**src/rtl/i2c_txn_sequencer_pkg.sv**
```systemverilog
// Shared command codes, sequencer state/step encodings and the per-step command table
// for the register-level I2C transaction sequencer.
package i2c_txn_sequencer_pkg;

    localparam logic [2:0] k_cmd_start   = 3'd0;
    localparam logic [2:0] k_cmd_wr      = 3'd1;
    localparam logic [2:0] k_cmd_rd      = 3'd2;
    localparam logic [2:0] k_cmd_stop    = 3'd3;
    localparam logic [2:0] k_cmd_restart = 3'd4;

    localparam logic [2:0] st_idle  = 3'd0;
    localparam logic [2:0] st_issue = 3'd1;
    localparam logic [2:0] st_guard = 3'd2;
    localparam logic [2:0] st_wait  = 3'd3;
    localparam logic [2:0] st_resp  = 3'd4;

    typedef struct packed {
        logic       rw;
        logic [6:0] dev_addr;
        logic [7:0] reg_addr;
        logic [7:0] wdata;
    } txn_req_t;

    // Write: START, dev, reg, data, STOP.  Read: START, dev, reg, RESTART, dev|1, RD, STOP.
    function automatic logic [2:0] step_cmd(input logic rw, input logic [2:0] step);
        logic [2:0] c;
        c = k_cmd_stop;
        if (rw) begin
            case (step)
                3'd0:    c = k_cmd_start;
                3'd1:    c = k_cmd_wr;
                3'd2:    c = k_cmd_wr;
                3'd3:    c = k_cmd_restart;
                3'd4:    c = k_cmd_wr;
                3'd5:    c = k_cmd_rd;
                default: c = k_cmd_stop;
            endcase
        end else begin
            case (step)
                3'd0:    c = k_cmd_start;
                3'd1:    c = k_cmd_wr;
                3'd2:    c = k_cmd_wr;
                3'd3:    c = k_cmd_wr;
                default: c = k_cmd_stop;
            endcase
        end
        return c;
    endfunction

    function automatic logic [7:0] step_din(input txn_req_t r, input logic [2:0] step);
        logic [7:0] d;
        d = 8'h00;
        case (step)
            3'd1:    d = {r.dev_addr, 1'b0};
            3'd2:    d = r.reg_addr;
            3'd3:    d = r.rw ? 8'h00 : r.wdata;
            3'd4:    d = r.rw ? {r.dev_addr, 1'b1} : 8'h00;
            3'd5:    d = r.rw ? 8'h01 : 8'h00;
            default: d = 8'h00;
        endcase
        return d;
    endfunction

    function automatic logic [2:0] stop_step(input logic rw);
        return rw ? 3'd6 : 3'd4;
    endfunction

endpackage

```
**src/rtl/i2c_txn_sequencer.sv**
```systemverilog
// Turns one register read/write request into a START..STOP command sequence for the
// I2C byte engine, retrying the whole transaction on NACK.
module i2c_txn_sequencer
    import i2c_txn_sequencer_pkg::*;
#(
    parameter int MAX_RETRY = 3
) (
    input  logic       clk,
    input  logic       reset,
    input  logic       req_valid,
    output logic       req_ready,
    input  logic       req_rw,
    input  logic [6:0] req_dev_addr,
    input  logic [7:0] req_reg_addr,
    input  logic [7:0] req_wdata,
    output logic       rsp_valid,
    input  logic       rsp_ready,
    output logic [7:0] rsp_rdata,
    output logic       rsp_nack,
    output logic [2:0] cmd,
    output logic [7:0] din,
    output logic       wr_i2c,
    input  logic       ready,
    input  logic       done_tick,
    input  logic       ack,
    input  logic [7:0] dout
);

    localparam logic [3:0] max_retry_c = 4'(MAX_RETRY);

    logic [2:0] state_r, state_s;
    logic [2:0] step_r, step_s;
    logic [3:0] retry_r, retry_s;
    logic       nack_pend_r, nack_pend_s;
    txn_req_t   req_r, req_s;
    logic [2:0] cmd_r;
    logic [7:0] din_r;
    logic [7:0] rdata_r, rdata_s;
    logic       rsp_nack_r, rsp_nack_s;
    logic       cmd_done_s;

    // Next-state logic for the issue/guard/wait handshake and step sequencing.
    always_comb begin
        state_s     = state_r;
        step_s      = step_r;
        retry_s     = retry_r;
        nack_pend_s = nack_pend_r;
        req_s       = req_r;
        rdata_s     = rdata_r;
        rsp_nack_s  = rsp_nack_r;
        cmd_done_s  = ((cmd_r == k_cmd_wr) || (cmd_r == k_cmd_rd)) ? done_tick : ready;
        case (state_r)
            st_idle: begin
                if (req_valid) begin
                    req_s.rw       = req_rw;
                    req_s.dev_addr = req_dev_addr;
                    req_s.reg_addr = req_reg_addr;
                    req_s.wdata    = req_wdata;
                    step_s         = 3'd0;
                    retry_s        = 4'd0;
                    nack_pend_s    = 1'b0;
                    rdata_s        = 8'h00;
                    rsp_nack_s     = 1'b0;
                    state_s        = st_issue;
                end else begin
                    state_s = st_idle;
                end
            end
            st_issue: begin
                if (ready) begin
                    state_s = st_guard;
                end else begin
                    state_s = st_issue;
                end
            end
            st_guard: state_s = st_wait;
            st_wait: begin
                if (!cmd_done_s) begin
                    state_s = st_wait;
                end else if ((cmd_r == k_cmd_wr) && ack) begin
                    // A NACKed byte abandons the rest of the attempt; the bus still needs a STOP.
                    step_s      = stop_step(req_r.rw);
                    nack_pend_s = 1'b1;
                    state_s     = st_issue;
                end else if (cmd_r == k_cmd_stop) begin
                    if (!nack_pend_r) begin
                        state_s = st_resp;
                    end else if (retry_r < max_retry_c) begin
                        retry_s     = retry_r + 4'd1;
                        step_s      = 3'd0;
                        nack_pend_s = 1'b0;
                        state_s     = st_issue;
                    end else begin
                        rsp_nack_s = 1'b1;
                        rdata_s    = 8'h00;
                        state_s    = st_resp;
                    end
                end else begin
                    if (cmd_r == k_cmd_rd) begin
                        rdata_s = dout;
                    end else begin
                        rdata_s = rdata_r;
                    end
                    step_s  = step_r + 3'd1;
                    state_s = st_issue;
                end
            end
            st_resp: begin
                if (rsp_ready) begin
                    retry_s = 4'd0;
                    state_s = st_idle;
                end else begin
                    state_s = st_resp;
                end
            end
            default: state_s = st_idle;
        endcase
    end

    // State, latched request and registered command/response outputs.
    always_ff @(posedge clk or posedge reset) begin
        if (reset) begin
            state_r     <= st_idle;
            step_r      <= 3'd0;
            retry_r     <= 4'd0;
            nack_pend_r <= 1'b0;
            req_r       <= '0;
            cmd_r       <= k_cmd_start;
            din_r       <= 8'h00;
            rdata_r     <= 8'h00;
            rsp_nack_r  <= 1'b0;
        end else begin
            state_r     <= state_s;
            step_r      <= step_s;
            retry_r     <= retry_s;
            nack_pend_r <= nack_pend_s;
            req_r       <= req_s;
            cmd_r       <= step_cmd(req_s.rw, step_s);
            din_r       <= step_din(req_s, step_s);
            rdata_r     <= rdata_s;
            rsp_nack_r  <= rsp_nack_s;
        end
    end

    // The strobe must follow ready in the same cycle so the first command can go one cycle after acceptance.
    assign wr_i2c    = (state_r == st_issue) && ready;
    assign req_ready = (state_r == st_idle);
    assign rsp_valid = (state_r == st_resp);
    assign cmd       = cmd_r;
    assign din       = din_r;
    assign rsp_rdata = rdata_r;
    assign rsp_nack  = rsp_nack_r;

endmodule
```
**config.mk**
```make
export PLATFORM = sky130hd
export DESIGN_NAME = i2c_txn_sequencer
export DESIGN_NICKNAME = d
export VERILOG_FILES = /design/src/rtl/i2c_txn_sequencer_pkg.sv /design/src/rtl/i2c_txn_sequencer.sv
export SDC_FILE = /design/constraint.sdc
export NUM_CORES = 1
export LEC_CHECK = 0
export ABC_AREA = 1
export CORE_UTILIZATION = 50
export CTS_CLUSTER_DIAMETER = 200
export DETAILED_ROUTE_END_ITERATION = 7
export GPL_ROUTABILITY_DRIVEN = 0
export GPL_TIMING_DRIVEN = 0
export PLACE_DENSITY = 0.79
export SKIP_LAST_GASP = 1
export SYNTH_ARGS = -nofsm -noshare
export SYNTH_HDL_FRONTEND = slang
export SYNTH_SLANG_ARGS = --single-unit
```
**constraint.sdc**
```tcl
create_clock -name clk -period 2.1 [get_ports clk]
set_input_delay 0.42 -clock clk [delete_from_list [all_inputs] [get_ports clk]]
set_output_delay 0.42 -clock clk [all_outputs]
set_load 0.02 [all_outputs]
```
==> metrics.txt <==
status=completed; Mapped Area=2790 um2; largest net degree at the start of global routing=43; achievable clock frequency=527 MHz; Period minus WS final=1900 ps; Hold-fix buffers, CTS=0; leakage=1.70 nW; worst reg2reg setup slack=210 ps; clock-pin slew on the worst setup and hold paths=90 ps; Synth Area in Adders=0.896%; # Post-CTS Setup Buffers=0; PortBufs=61; vias in the first global route=2345; # diodes=0; Area Growth Syn to Fin=29.1%; DRT iter0 DRCs=100; remaining global-route overflow=0; Post-Synth Simple-Gate Area=33.7%; crit path from=ready; CTS tree=yes; r2r startpoint=state_r[0]$_DFF_PP0_; setup TNS=0 ps; max-slew violations=0; post-route ant nets=0; share of cells above drive strength 1=15.3%; CP Max Fanout=3; DR vias/cell=5.14; worst hold margin=377 ps; H-tree lvl count=2; Setup crit end kind=output port; vias post-DR=2414; gr usage total=22.1%; YS warnings=0; Worst Hold Class=input pin to asynchronous set/reset pin; VDD IR max=0.866 mV; cts bufs inserted=5; Die W=76.7 um; WL final=5.83 mm; root buffer cell=clkbuf_8; Mapped Cells=330; Final period util=90.3%; initial antenna violation count=0; post-synthesis register bit count=55; XOR/XNOR Fraction of Synth Area=0%; RSZ-0062 raised after global routing=no; Critical Path End=wr_i2c; DR WL/cell=12.4 um; worst-margin pin slew=524 ps; drt drc=0; Die Ht=76.7 um; maxcap violations=0; Worst R2R Path Depth=11; synthesized net count=371; total core area=5240 um2; worst skew pair latency=310 ps; critical path class=input pin to output port; first-pass GRT wire length=10.4 mm; clock skew=4.71 ps; setup violators final=0; Final nets=440; Worst EP required=1680 ps; Critical Path AT=1480 ps; placed wire-length estimate=4.48 mm; I/O pins=62; DR pass1 iterations=4; # rows=26; critical path startpoint category=input pin; CTS Sinks=55; multiplexer share of the synthesized area=0%; largest family of logic cells by synthesized area=simple AND/OR/NAND/NOR gates; Hold Vio Cnt, Final=0; cell area power density=1200 nW/um2; Initial Util=53.3%; synth unique cells=35; Synth Area per Inst=8.46 um2; relative slew slack=64.9%; worst r2r dst=din[4]$_DFF_PP0_; post-synthesis compound-gate area fraction=7.71%; sequential area share after synthesis=49.3%; Die Area=5890 um2; clk buf depth=2
## metrics by stage
stage               total power [mW]  std cells  setup slack [ps]  util [%]  instance area (um2)
floorplan                       3.08        330               337         -                 2790
global placement                3.71        461              -666      66.6                 3490
detailed placement              3.77        462             -73.7      67.0                 3510
CTS                             4.35        470               176      68.6                 3590
global route                    4.71        470              24.6      68.8                 3600
finish                          4.33        470               203      68.8                 3600
## synth_stat cells
master	number	area share (%)
inv_1	33	4.4
o21ai_2	1	0.31
inv_2	9	1.2
or2_1	1	0.22
nand2_2	16	3.6
nand3b_1	1	0.27
buf_4	2	0.54
o21a_1	2	0.54
nor2_8	1	0.72
a21oi_4	2	1.2
nand2_8	1	0.72
o21bai_1	1	0.27
nand4_1	15	3.4
nand3_1	40	7.2
clkbuf_1	2	0.27
nor4_2	1	0.45
o2111ai_1	1	0.31
o21ai_0	21	3.8
nand2_4	1	0.40
nand3_2	3	1.1
ha_1	2	0.90
or2_2	4	0.90
dfrtp_1	55	49
a21oi_1	2	0.36
nand2_1	70	9.4
nor2_2	3	0.67
nor3_1	4	0.72
buf_6	3	1.2
a31oi_1	2	0.45
nor2_4	1	0.40
buf_2	2	0.36
o21ai_1	3	0.54
or2_0	4	0.90
nor2_1	20	2.7
inv_8	1	0.40
## critical path: stages
cell	delay, ps
clkdlybuf4s50_1	520
inv_1	70
nor2_1	120
dlygate4sd2_1	350
## how the worst min path moves through the flow
| stage | endpoint | slack, ps | cells after the start |
|---|---|---|---|
| final | rsp_rdata[3]$_DFFE_PP0P_ | 380 | 2 |
| after floorplan | req_r[14]$_DFF_PP0_ | 440 | 2 |
| after CTS | rsp_rdata[3]$_DFFE_PP0P_ | 380 | 2 |
| after detailed placement | req_r[20]$_DFF_PP0_ | 470 | 2 |
| after global placement | req_r[21]$_DFF_PP0_ | 460 | 2 |
| after global routing | rsp_rdata[3]$_DFFE_PP0P_ | 390 | 2 |
## power breakdown
group	switching (mW)	internal, mW	leakage, nW	total (mW)
registers	0.171	1.45	0.705	1.62
logic	1.30	0.827	0.950	2.13
clock network	0.338	0.240	0.0418	0.578
total	1.81	2.52	1.70	4.33
## state kept, by name, indices dropped and copies added, names as in the netlist
register,flops
retry_r,4
step_r,3
nack_pend_r,1
rsp_nack,1
req_r,24
rsp_rdata,8
din,8
state_r,3
cmd,3
## per-layer routing
metal	part of all wire (%)	track usage, %	vias to the layer above
li1	-	-	1215
met1	46	28.8	1121
met2	48	37.3	69
met3	4.6	4.17	9
met4	1.5	6.35	0
met5	0	0	-
## final cells by class
type                       count  area, um2
sequential                    55       1380
buffer                         9       66.3
inverter                      43        169
tap                           70       87.6
clock inverter                 2       16.3
clock buffer                   6       72.6
timing repair buffer          62        627
multi-input combinational    223       1190
fill                         424       1630
## cells in the final DEF (no fill, tap or decap), types with 2 or more instances in the layout
cell / instances
dlygate4sd2_1: 3
nor2_2: 2
nand2_1: 70
a21oi_4: 2
nor2_4: 2
o21a_1: 2
or2_2: 4
o21ai_1: 3
ha_1: 2
clkdlybuf4s50_1: 58
a31oi_1: 2
clkbuf_8: 5
buf_2: 2
nor3_1: 4
nor2_1: 20
inv_2: 10
a21oi_1: 2
or2_0: 4
buf_4: 2
clkbuf_1: 3
o21ai_0: 21
nand3_2: 4
nand3_1: 39
buf_6: 3
nand2_2: 16
nand4_1: 15
dfrtp_1: 55
inv_1: 32
## repair_timing
item                                    4_1_cts  5_1_grt
hold endpoints to repair                      0        0
gates resized for setup                       3        2
endpoints found under the setup margin        3        4
## kinds of logic (layout without fill, tap and decap cells)
kind of cell             Yosys count  in the layout
flip-flops                        55             55
buffers and inverters             52            122
AND/OR/NAND/NOR                  186            186
adder cells (fa/ha/maj)            2              2
AO/OA/AOI/OAI                     35             35
Note: power is estimated with default switching activity, not from simulation.
